File: config.mk
export PLATFORM = sky130hd
export DESIGN_NAME = regfile_wr_arbiter
export DESIGN_NICKNAME = d
export VERILOG_FILES = /design/src/rtl/regfile_wr_arbiter.sv
export SDC_FILE = /design/constraint.sdc
export NUM_CORES = 1
export LEC_CHECK = 0
export CORE_MARGIN = 10
export CORE_UTILIZATION = 45
export CTS_CLUSTER_SIZE = 28
export DETAILED_ROUTE_END_ITERATION = 7
export GPL_ROUTABILITY_DRIVEN = 0
export GPL_TIMING_DRIVEN = 0
export PLACE_DENSITY = 0.85
export SLEW_MARGIN = 15
export SYNTH_ARGS = -nofsm -noshare
export SYNTH_HDL_FRONTEND = slang
export SYNTH_SLANG_ARGS = --single-unit
File: constraint.sdc
create_clock -name clk_i -period 4.9 [get_ports clk_i]
set_clock_uncertainty 0.2 [all_clocks]
set_input_delay 0.98 -clock clk_i [delete_from_list [all_inputs] [get_ports clk_i]]
set_output_delay 0.98 -clock clk_i [all_outputs]
set_load 0.02 [all_outputs]
File: src/rtl/regfile_wr_arbiter.sv
// regfile_wr_arbiter
//   Owns the register file's single write port. NUM_REQ writeback sources
//   share it through valid/ready handshakes under round-robin priority. An
//   init sequencer can zero every register, one register per cycle.
//
// Ports
//   clk_i          clock, rising edge
//   reset_i        asynchronous active-high reset
//   req_valid_i    per-requester write request
//   req_ready_o    per-requester grant (combinational, one-hot or zero)
//   req_addr_i     flattened addresses, requester i at [i*REGADDR_WIDTH +: REGADDR_WIDTH]
//   req_data_i     flattened data, requester i at [i*DATA_WIDTH +: DATA_WIDTH]
//   init_start_i   single-cycle pulse that starts the zero sweep
//   init_busy_o    high while the sweep runs
//   init_done_o    one-cycle pulse alongside the last sweep write
//   write_reg_o    register file write address
//   write_data_o   register file write data
//   reg_write_o    register file write enable
//
// state   | meaning
// --------+-----------------------------------------------------------
// ST_ARB  | round-robin arbitration between requesters
// ST_INIT | zero sweep, one register per cycle, requesters held off

module regfile_wr_arbiter #(
  parameter int DATA_WIDTH    = 16,
  parameter int REGADDR_WIDTH = 4,
  parameter int NUM_REGS      = 1 << REGADDR_WIDTH,
  parameter int NUM_REQ       = 3,
  parameter bit ZERO_REG      = 1'b1
) (
  input  logic                             clk_i,
  input  logic                             reset_i,
  input  logic [NUM_REQ-1:0]               req_valid_i,
  output logic [NUM_REQ-1:0]               req_ready_o,
  input  logic [NUM_REQ*REGADDR_WIDTH-1:0] req_addr_i,
  input  logic [NUM_REQ*DATA_WIDTH-1:0]    req_data_i,
  input  logic                             init_start_i,
  output logic                             init_busy_o,
  output logic                             init_done_o,
  output logic [REGADDR_WIDTH-1:0]         write_reg_o,
  output logic [DATA_WIDTH-1:0]            write_data_o,
  output logic                             reg_write_o
);

  localparam int PTR_W = (NUM_REQ > 1) ? $clog2(NUM_REQ) : 1;
  localparam logic [REGADDR_WIDTH-1:0] LAST_REG = REGADDR_WIDTH'(NUM_REGS - 1);
  localparam logic [PTR_W-1:0]         LAST_REQ = PTR_W'(NUM_REQ - 1);

  typedef enum logic [0:0] {
    ST_ARB  = 1'b0,
    ST_INIT = 1'b1
  } state_t;

  state_t                   state_q, state_d;
  logic [PTR_W-1:0]         rr_ptr_q, rr_ptr_d;
  logic [REGADDR_WIDTH-1:0] cnt_q, cnt_d;
  logic                     reg_write_q, reg_write_d;
  logic [REGADDR_WIDTH-1:0] write_reg_q, write_reg_d;
  logic [DATA_WIDTH-1:0]    write_data_q, write_data_d;
  logic                     init_done_q, init_done_d;

  logic                     grant_vld;
  logic [PTR_W-1:0]         grant_idx;
  logic [REGADDR_WIDTH-1:0] grant_addr;
  logic [DATA_WIDTH-1:0]    grant_data;

  // Round-robin pick. Scanning from the farthest offset down to zero lets the
  // nearest valid requester (smallest offset from rr_ptr) overwrite the rest.
  always_comb begin
    logic [PTR_W-1:0] idx;
    idx        = '0;
    grant_vld  = 1'b0;
    grant_idx  = '0;
    grant_addr = '0;
    grant_data = '0;
    req_ready_o = '0;
    if (state_q == ST_ARB && !init_start_i) begin
      for (int k = NUM_REQ - 1; k >= 0; k--) begin
        idx = PTR_W'((int'(rr_ptr_q) + k) % NUM_REQ);
        if (req_valid_i[idx]) begin
          grant_vld = 1'b1;
          grant_idx = idx;
        end
      end
    end
    for (int i = 0; i < NUM_REQ; i++) begin
      if (grant_idx == PTR_W'(i)) begin
        grant_addr = req_addr_i[i*REGADDR_WIDTH +: REGADDR_WIDTH];
        grant_data = req_data_i[i*DATA_WIDTH +: DATA_WIDTH];
      end
    end
    if (grant_vld) begin
      req_ready_o[grant_idx] = 1'b1;
    end
  end

  always_comb begin
    state_d      = state_q;
    rr_ptr_d     = rr_ptr_q;
    cnt_d        = cnt_q;
    reg_write_d  = 1'b0;
    write_reg_d  = write_reg_q;
    write_data_d = write_data_q;
    init_done_d  = 1'b0;
    case (state_q)
      ST_ARB: begin
        if (init_start_i) begin
          state_d = ST_INIT;
        end else if (grant_vld) begin
          rr_ptr_d     = (grant_idx == LAST_REQ) ? '0 : grant_idx + 1'b1;
          // r0 writes still handshake and advance the pointer, but never
          // reach the register file when r0 is hardwired to zero.
          reg_write_d  = !(ZERO_REG && (grant_addr == '0));
          write_reg_d  = grant_addr;
          write_data_d = grant_data;
        end
      end
      ST_INIT: begin
        reg_write_d  = 1'b1;
        write_reg_d  = cnt_q;
        write_data_d = '0;
        if (cnt_q == LAST_REG) begin
          state_d     = ST_ARB;
          cnt_d       = '0;
          init_done_d = 1'b1;
        end else begin
          cnt_d = cnt_q + 1'b1;
        end
      end
      default: begin
        state_d = ST_ARB;
        cnt_d   = '0;
      end
    endcase
  end

  always_ff @(posedge clk_i or posedge reset_i) begin
    if (reset_i) begin
      state_q      <= ST_ARB;
      rr_ptr_q     <= '0;
      cnt_q        <= '0;
      reg_write_q  <= 1'b0;
      write_reg_q  <= '0;
      write_data_q <= '0;
      init_done_q  <= 1'b0;
    end else begin
      state_q      <= state_d;
      rr_ptr_q     <= rr_ptr_d;
      cnt_q        <= cnt_d;
      reg_write_q  <= reg_write_d;
      write_reg_q  <= write_reg_d;
      write_data_q <= write_data_d;
      init_done_q  <= init_done_d;
    end
  end

  // The last sweep write returns the FSM to ST_ARB at the same edge that
  // raises init_done, so busy drops exactly when done pulses.
  assign init_busy_o  = (state_q == ST_INIT);
  assign init_done_o  = init_done_q;
  assign reg_write_o  = reg_write_q;
  assign write_reg_o  = write_reg_q;
  assign write_data_o = write_data_q;

endmodule

### Yosys cells after proc, flatten, opt, wreduce, memory -nomap -nowiden

Cells that the tools add are included.

| cells by class | value |
|---|---|
| muxes and demuxes | 39 |
| equal/unequal tests | 5 |
| add/subtract/negate cells | 4 |
| reduce and logical (&&, ||, !) cells | 8 |
| $lt $le $gt $ge | 5 |
| divide/modulo/power cells | 3 |
| bitwise gates (word level) | 2 |

Operator list:

| kind | count |
|---|---|
| 2-to-1 mux 16 bit | 5 |
| remainder unit 32 x 3 -> 32 bit, second input constant | 2 |
| remainder unit 3 x 3 -> 32 bit, second input constant | 1 |
| case mux 16 bit (2 select lines) | 1 |
| 2-to-1 mux 4 bit | 6 |
| 2-to-1 mux 1 bit | 14 |
| less-than comparator 2 x 3 -> 1 bit, second input constant | 4 |
| 2-to-1 mux 2 bit | 5 |
| case mux 4 bit (2 select lines) | 1 |
| binary-select mux 1 bit (select 2 bit) | 3 |
| adder 4 x 1 -> 4 bit, second input constant | 1 |
| equality test 4 bit, second input constant | 1 |
| logical NOT 4 bit | 1 |
| != test 2 bit, second input constant | 2 |
| case mux 1 bit (2 select lines) | 2 |
| adder 2 x 1 -> 3 bit, second input constant | 1 |
| adder 2 x 2 -> 3 bit, second input constant | 1 |
| 2-to-1 mux 3 bit | 1 |
| AND reduction 3 bit | 1 |
| adder 2 x 1 -> 2 bit, second input constant | 1 |
| demux 1 bit (select 2 bit) | 1 |
| equality test 2 x 1 -> 1 bit, second input constant | 1 |
| equality test 2 bit, second input constant | 1 |
| greater-or-equal comparator 2 x 1 -> 1 bit, second input constant | 1 |
| 5 further kinds | 8 |

| storage, ports and cells | value |
|---|---|
| logic and storage cells | 73 |
| bits of input ports | 66 |
| register bits after elaboration | 29 |

### Depth between registers and ports, before layout

| logic depth | value |
|---|---|
| word-level depth | 17 |
| gate-level depth with buffers | 11 |
| gate-level depth less buffers | 8 |

### Least setup slack after synthesis

OpenSTA, ideal clock, no wires.

| timing | value |
|---|---|
| path kind | input to output |
| start | input init_start_i |
| end | output req_ready_o[1] |
| setup slack | 1.644 ns |
| arrival time | 2.076 ns |
| stages on the path | 7 |
| path through | or2_0 -> buf_2 -> a21oi_1 -> a31oi_4 -> buf_6 -> buf_6 -> inv_1 |

| on the way | value |
|---|---|
| longest elaborated chain between the ends | 8 |
| elaborated cells on any way between the ends | 10 |
| classes of those cells | order compare: 2; mux: 5; reduce/logical: 3 |

Ends and longest elaborated chain:

| what | line | text |
|---|---|---|
| start: declaration | 38 | `input logic init_start_i,` |
| logical NOT 1 bit (*) | 78 | `if (state_q == ST_ARB && !init_start_i) begin` |
| logical AND 1 bit (*) | 78 |  |
| 2-to-1 mux 2 bit | 78 |  |
| less-than comparator 2 x 3 -> 1 bit (not written as such) or greater-or-equal comparator 2 x 1 -> 1 bit (tied branches) | 94 | `req_ready_o[grant_idx] = 1'b1;` |
| logical AND 1 bit (not written as such) | 94 |  |
| 2-to-1 mux 1 bit (not written as such) | 94 |  |
| demux 1 bit (select 2 bit) | 94 |  |
| 2-to-1 mux 3 bit (*) | 93 | `if (grant_vld) begin` |
| end: declaration | 35 | `output logic [NUM_REQ-1:0] req_ready_o,` |

Mark *: on every way between the ends. The rest lies on a longest branch, timed or not.

### Worst setup path in the final report

| timing | value |
|---|---|
| start | input req_valid_i[0] |
| end | output req_ready_o[0] |

| on the way | value |
|---|---|
| longest elaborated chain between the ends | 11 |
| elaborated cells on any way between the ends | 20 |
| classes of those cells | order compare: 2; mux: 17; reduce/logical: 1 |

Ends and longest elaborated chain:

| what | line | text |
|---|---|---|
| start: declaration | 34 | `input logic [NUM_REQ-1:0] req_valid_i,` |
| binary-select mux 1 bit (select 2 bit) | 81 | `if (req_valid_i[idx]) begin` |
| 2-to-1 mux 1 bit (not written as such) | 81 |  |
| 2-to-1 mux 2 bit (3 in series) | 81 |  |
| 2-to-1 mux 2 bit | 78 |  |
| less-than comparator 2 x 3 -> 1 bit (not written as such) or greater-or-equal comparator 2 x 1 -> 1 bit (tied branches) | 94 |  |
| logical AND 1 bit (not written as such) | 94 |  |
| 2-to-1 mux 1 bit (not written as such) | 94 |  |
| demux 1 bit (select 2 bit) | 94 |  |
| 2-to-1 mux 3 bit (*) | 93 |  |

Mark *: on every way between the ends. The rest lies on a longest branch, timed or not. The select of a mux whose other input is x is not followed.

==> flow_metrics.py <==
metrics = {
    "synth": {
        "avgSynthCellArea_um2": 9.19,
        "ys_ff_latch": 29,
        "synth_edf_count": 0,
        "synth_area_um2": 1970,
        "yosysWarningCount": 0,
        "async_flop_share": 1.00,
        "seq_area_frac_synth": 0.369,
        "synth_nets": 284,
        "dominantRegCellSynth": "dfrtp_1",
        "syn_inst": 214,
        "synth_cell_types": 39,
    },
    "sta": {
        "worst_pin_slew_ps": 605,
        "slew_headroom": 0.596,
        "fmax_mhz": 220,
        "min_period_ps": 4550,
        "finalHoldViolCount": 0,
        "rsz0062_at_grt": "no",
        "fin_crit_sh": 0.928,
        "final-max-slew-violation-count": 0,
        "tns_ps": 0,
        "hold-worst-slack_ps": 314,
        "finalSetupViolCount": 0,
    },
    "clock_tree": {
        "clockRootBuffer": "clkbuf_8",
        "clk_pin_slew_worst_paths_ps": 60,
        "ctsHoldBuffers": 0,
        "htreeDepth": 2,
        "cts_buffers": 5,
        "cts.sinks": 29,
        "cts_buffer_depth": 2,
        "cts-resized-gates": 0,
        "post_cts_buffers": 0,
        "clk_latency_ps": 280,
        "tritoncts": "built",
    },
    "die": {
        "dieArea_um2": 7410,
        "die_w_um": 86.1,
        "row_count": 23,
        "fp.dieH_um": 86.1,
        "start_util": 0.478,
        "num_io_pins": 92,
        "coreArea_um2": 4120,
    },
    "grt": {
        "grt_max_degree": 30,
        "grt_use_total": 0.176,
        "antenna_found_initial": 0,
        "grt.overflow.total": 0,
        "grt_pass1_wl_mm": 10.4,
        "grt_pass1_vias": 2088,
    },
    "critical_path": {
        "start_kind": "input port",
        "required_ps": 3720,
        "cp_max_fo": 10,
        "end_kind": "output pin",
        "critical_path_class": "input port to output pin",
        "crit_arrival_ps": 3370,
    },
    "placement": {
        "place_area_um2": 2940,
        "hpwl_mm": 5.28,
        "io_buffers": 91,
    },
    "routing": {
        "ant_nets": 0,
        "drt-initial-drc-count": 88,
        "routed-via-count": 1980,
        "finalWirelength_mm": 6.75,
        "via_per_inst": 5.45,
        "first_pass_iters": 4,
        "routedWlPerCell_um": 18.6,
        "drc_errors": 0,
    },
    "worst_hold_path": {
        "hold_path.class": "flip-flop to flip-flop",
    },
    "pwr": {
        "power_per_cell_area_nw_per_um2": 401,
        "leakagePower_uw": 0.00148,
        "total_power_uw": 1230,
        "ir_drop_v": 0.000370,
    },
    "final_layout": {
        "final_area_um2": 3060,
        "final_layout_size_suffix_gt1_frac": 0.0799,
        "num_antenna_cells": 0,
        "filler_cell_count": 322,
        "nNetsFinal": 382,
        "area_growth_pct": 55.6,
    },
    "outcome": {
        "outcome": "completed",
    },
    "run": {
        "maxCapViolations": 0,
    },
}
==> cells in the mapped netlist, drive strengths merged, types with 3 or more instances <==
master	count	area, um^2
dfrtp	29	726
nand2	27	101
nor2	24	90.1
mux2i	20	213
nand3b	18	135
a211o	17	149
buf	10	73.8
inv	10	37.5
a21oi	8	43.8
o21ai	7	35.0
clkbuf	6	22.5
nor2b	5	31.3
a21o	4	30.0
ha	4	50.1
a31oi	3	33.8
nand3	3	20.0
nand4	3	18.8
o221ai	3	32.5
==> sequential cells by signal (all words and copies together), names as in the netlist <==
signal	flops
cnt_q	4
init_busy_o	1
init_done_o	1
reg_write_o	1
rr_ptr_q	2
write_data_o	16
write_reg_o	4
==> power breakdown <==
group	internal [uW]	switching [uW]
clock network	165	95.9
logic	295	320
registers	302	49.8
==> through the flow <==
step / utilization / std cells / setup slack [ps]
floorplan: - / 214 / 1640
global placement: 0.714 / 355 / 411
detailed placement: 0.714 / 355 / 405
CTS: 0.743 / 363 / 355
global route: 0.743 / 363 / 176
finish: 0.743 / 363 / 353
==> placed cells by master, fill, tap and decap left out, drive strengths merged, types with 3 or more instances in the layout <==
cell / netlist / layout
nand3b: 18 / 18
nor2b: 5 / 5
nand4: 3 / 3
ha: 4 / 4
nand3: 3 / 3
dfrtp: 29 / 29
inv: 10 / 10
a21oi: 8 / 8
a31oi: 3 / 3
nor2: 24 / 24
buf: 10 / 10
clkdlybuf4s50: 0 / 91
o21ai: 7 / 7
o221ai: 3 / 3
a211o: 17 / 17
nand2: 27 / 27
clkbuf: 6 / 12
mux2i: 20 / 20
a21o: 4 / 4
==> routing by layer <==
| layer | global-route usage | wire, um | vias up | part of all wire |
|---|---|---|---|---|
| met5 | 0 | 0 | - | 0 |
| met4 | 0.0763 | 208 | 0 | 0.031 |
| met3 | 0.0681 | 478 | 15 | 0.071 |
| met2 | 0.305 | 3470 | 71 | 0.51 |
| met1 | 0.184 | 2590 | 941 | 0.38 |
| li1 | - | - | 953 | - |
==> logic make-up after synthesis <==
group,count (synthesis),synth area share
muxes,21,0.114
xor gates and xnor gates,1,0.00446
buffers and inverters,26,0.0681
and+or+nand+nor,84,0.215
adders and majority gates,4,0.0255
AOI/OAI and AO/OA,49,0.204
DFF,29,0.369
==> worst max-delay path, stage by stage <==
cell	delay, ps
clkdlybuf4s50_1	590
nor2b_1	220
a21oi_1	120
a31oi_4	210
buf_2	280
nand2_1	120
nor2_1	200
clkdlybuf4s50_1	650
==> final timing paths <==
kind	start	end	slack, ps	cells after the start
setup / recovery	req_valid_i[0]	req_ready_o[0]	350	8
hold / removal	write_data_o[1]	write_data_o[1]	310	2
hold reg to reg	write_data_o[1]	write_data_o[1]	310	2
min in group asynchronous	reset_i	write_data_o[0]	890	2
setup reg to reg	rr_ptr_q[0]	reg_write_o	2230	10
max in group asynchronous	reset_i	write_data_o[15]	3210	2
==> layout make-up <==
type                            count  area [um^2]  share of cell area
Inverter                           10         37.5              0.0123
Clock buffer                        6         82.6              0.0270
Buffer                             16         96.3              0.0315
Timing Repair Buffer               91          911               0.298
Clock inverter                      2         37.5              0.0123
Tap cell                           50         62.6              0.0204
Sequential cell                    29          726               0.237
Multi-Input combinational cell    159         1110               0.362
No activity file was read; power rests on OpenSTA's default activity.
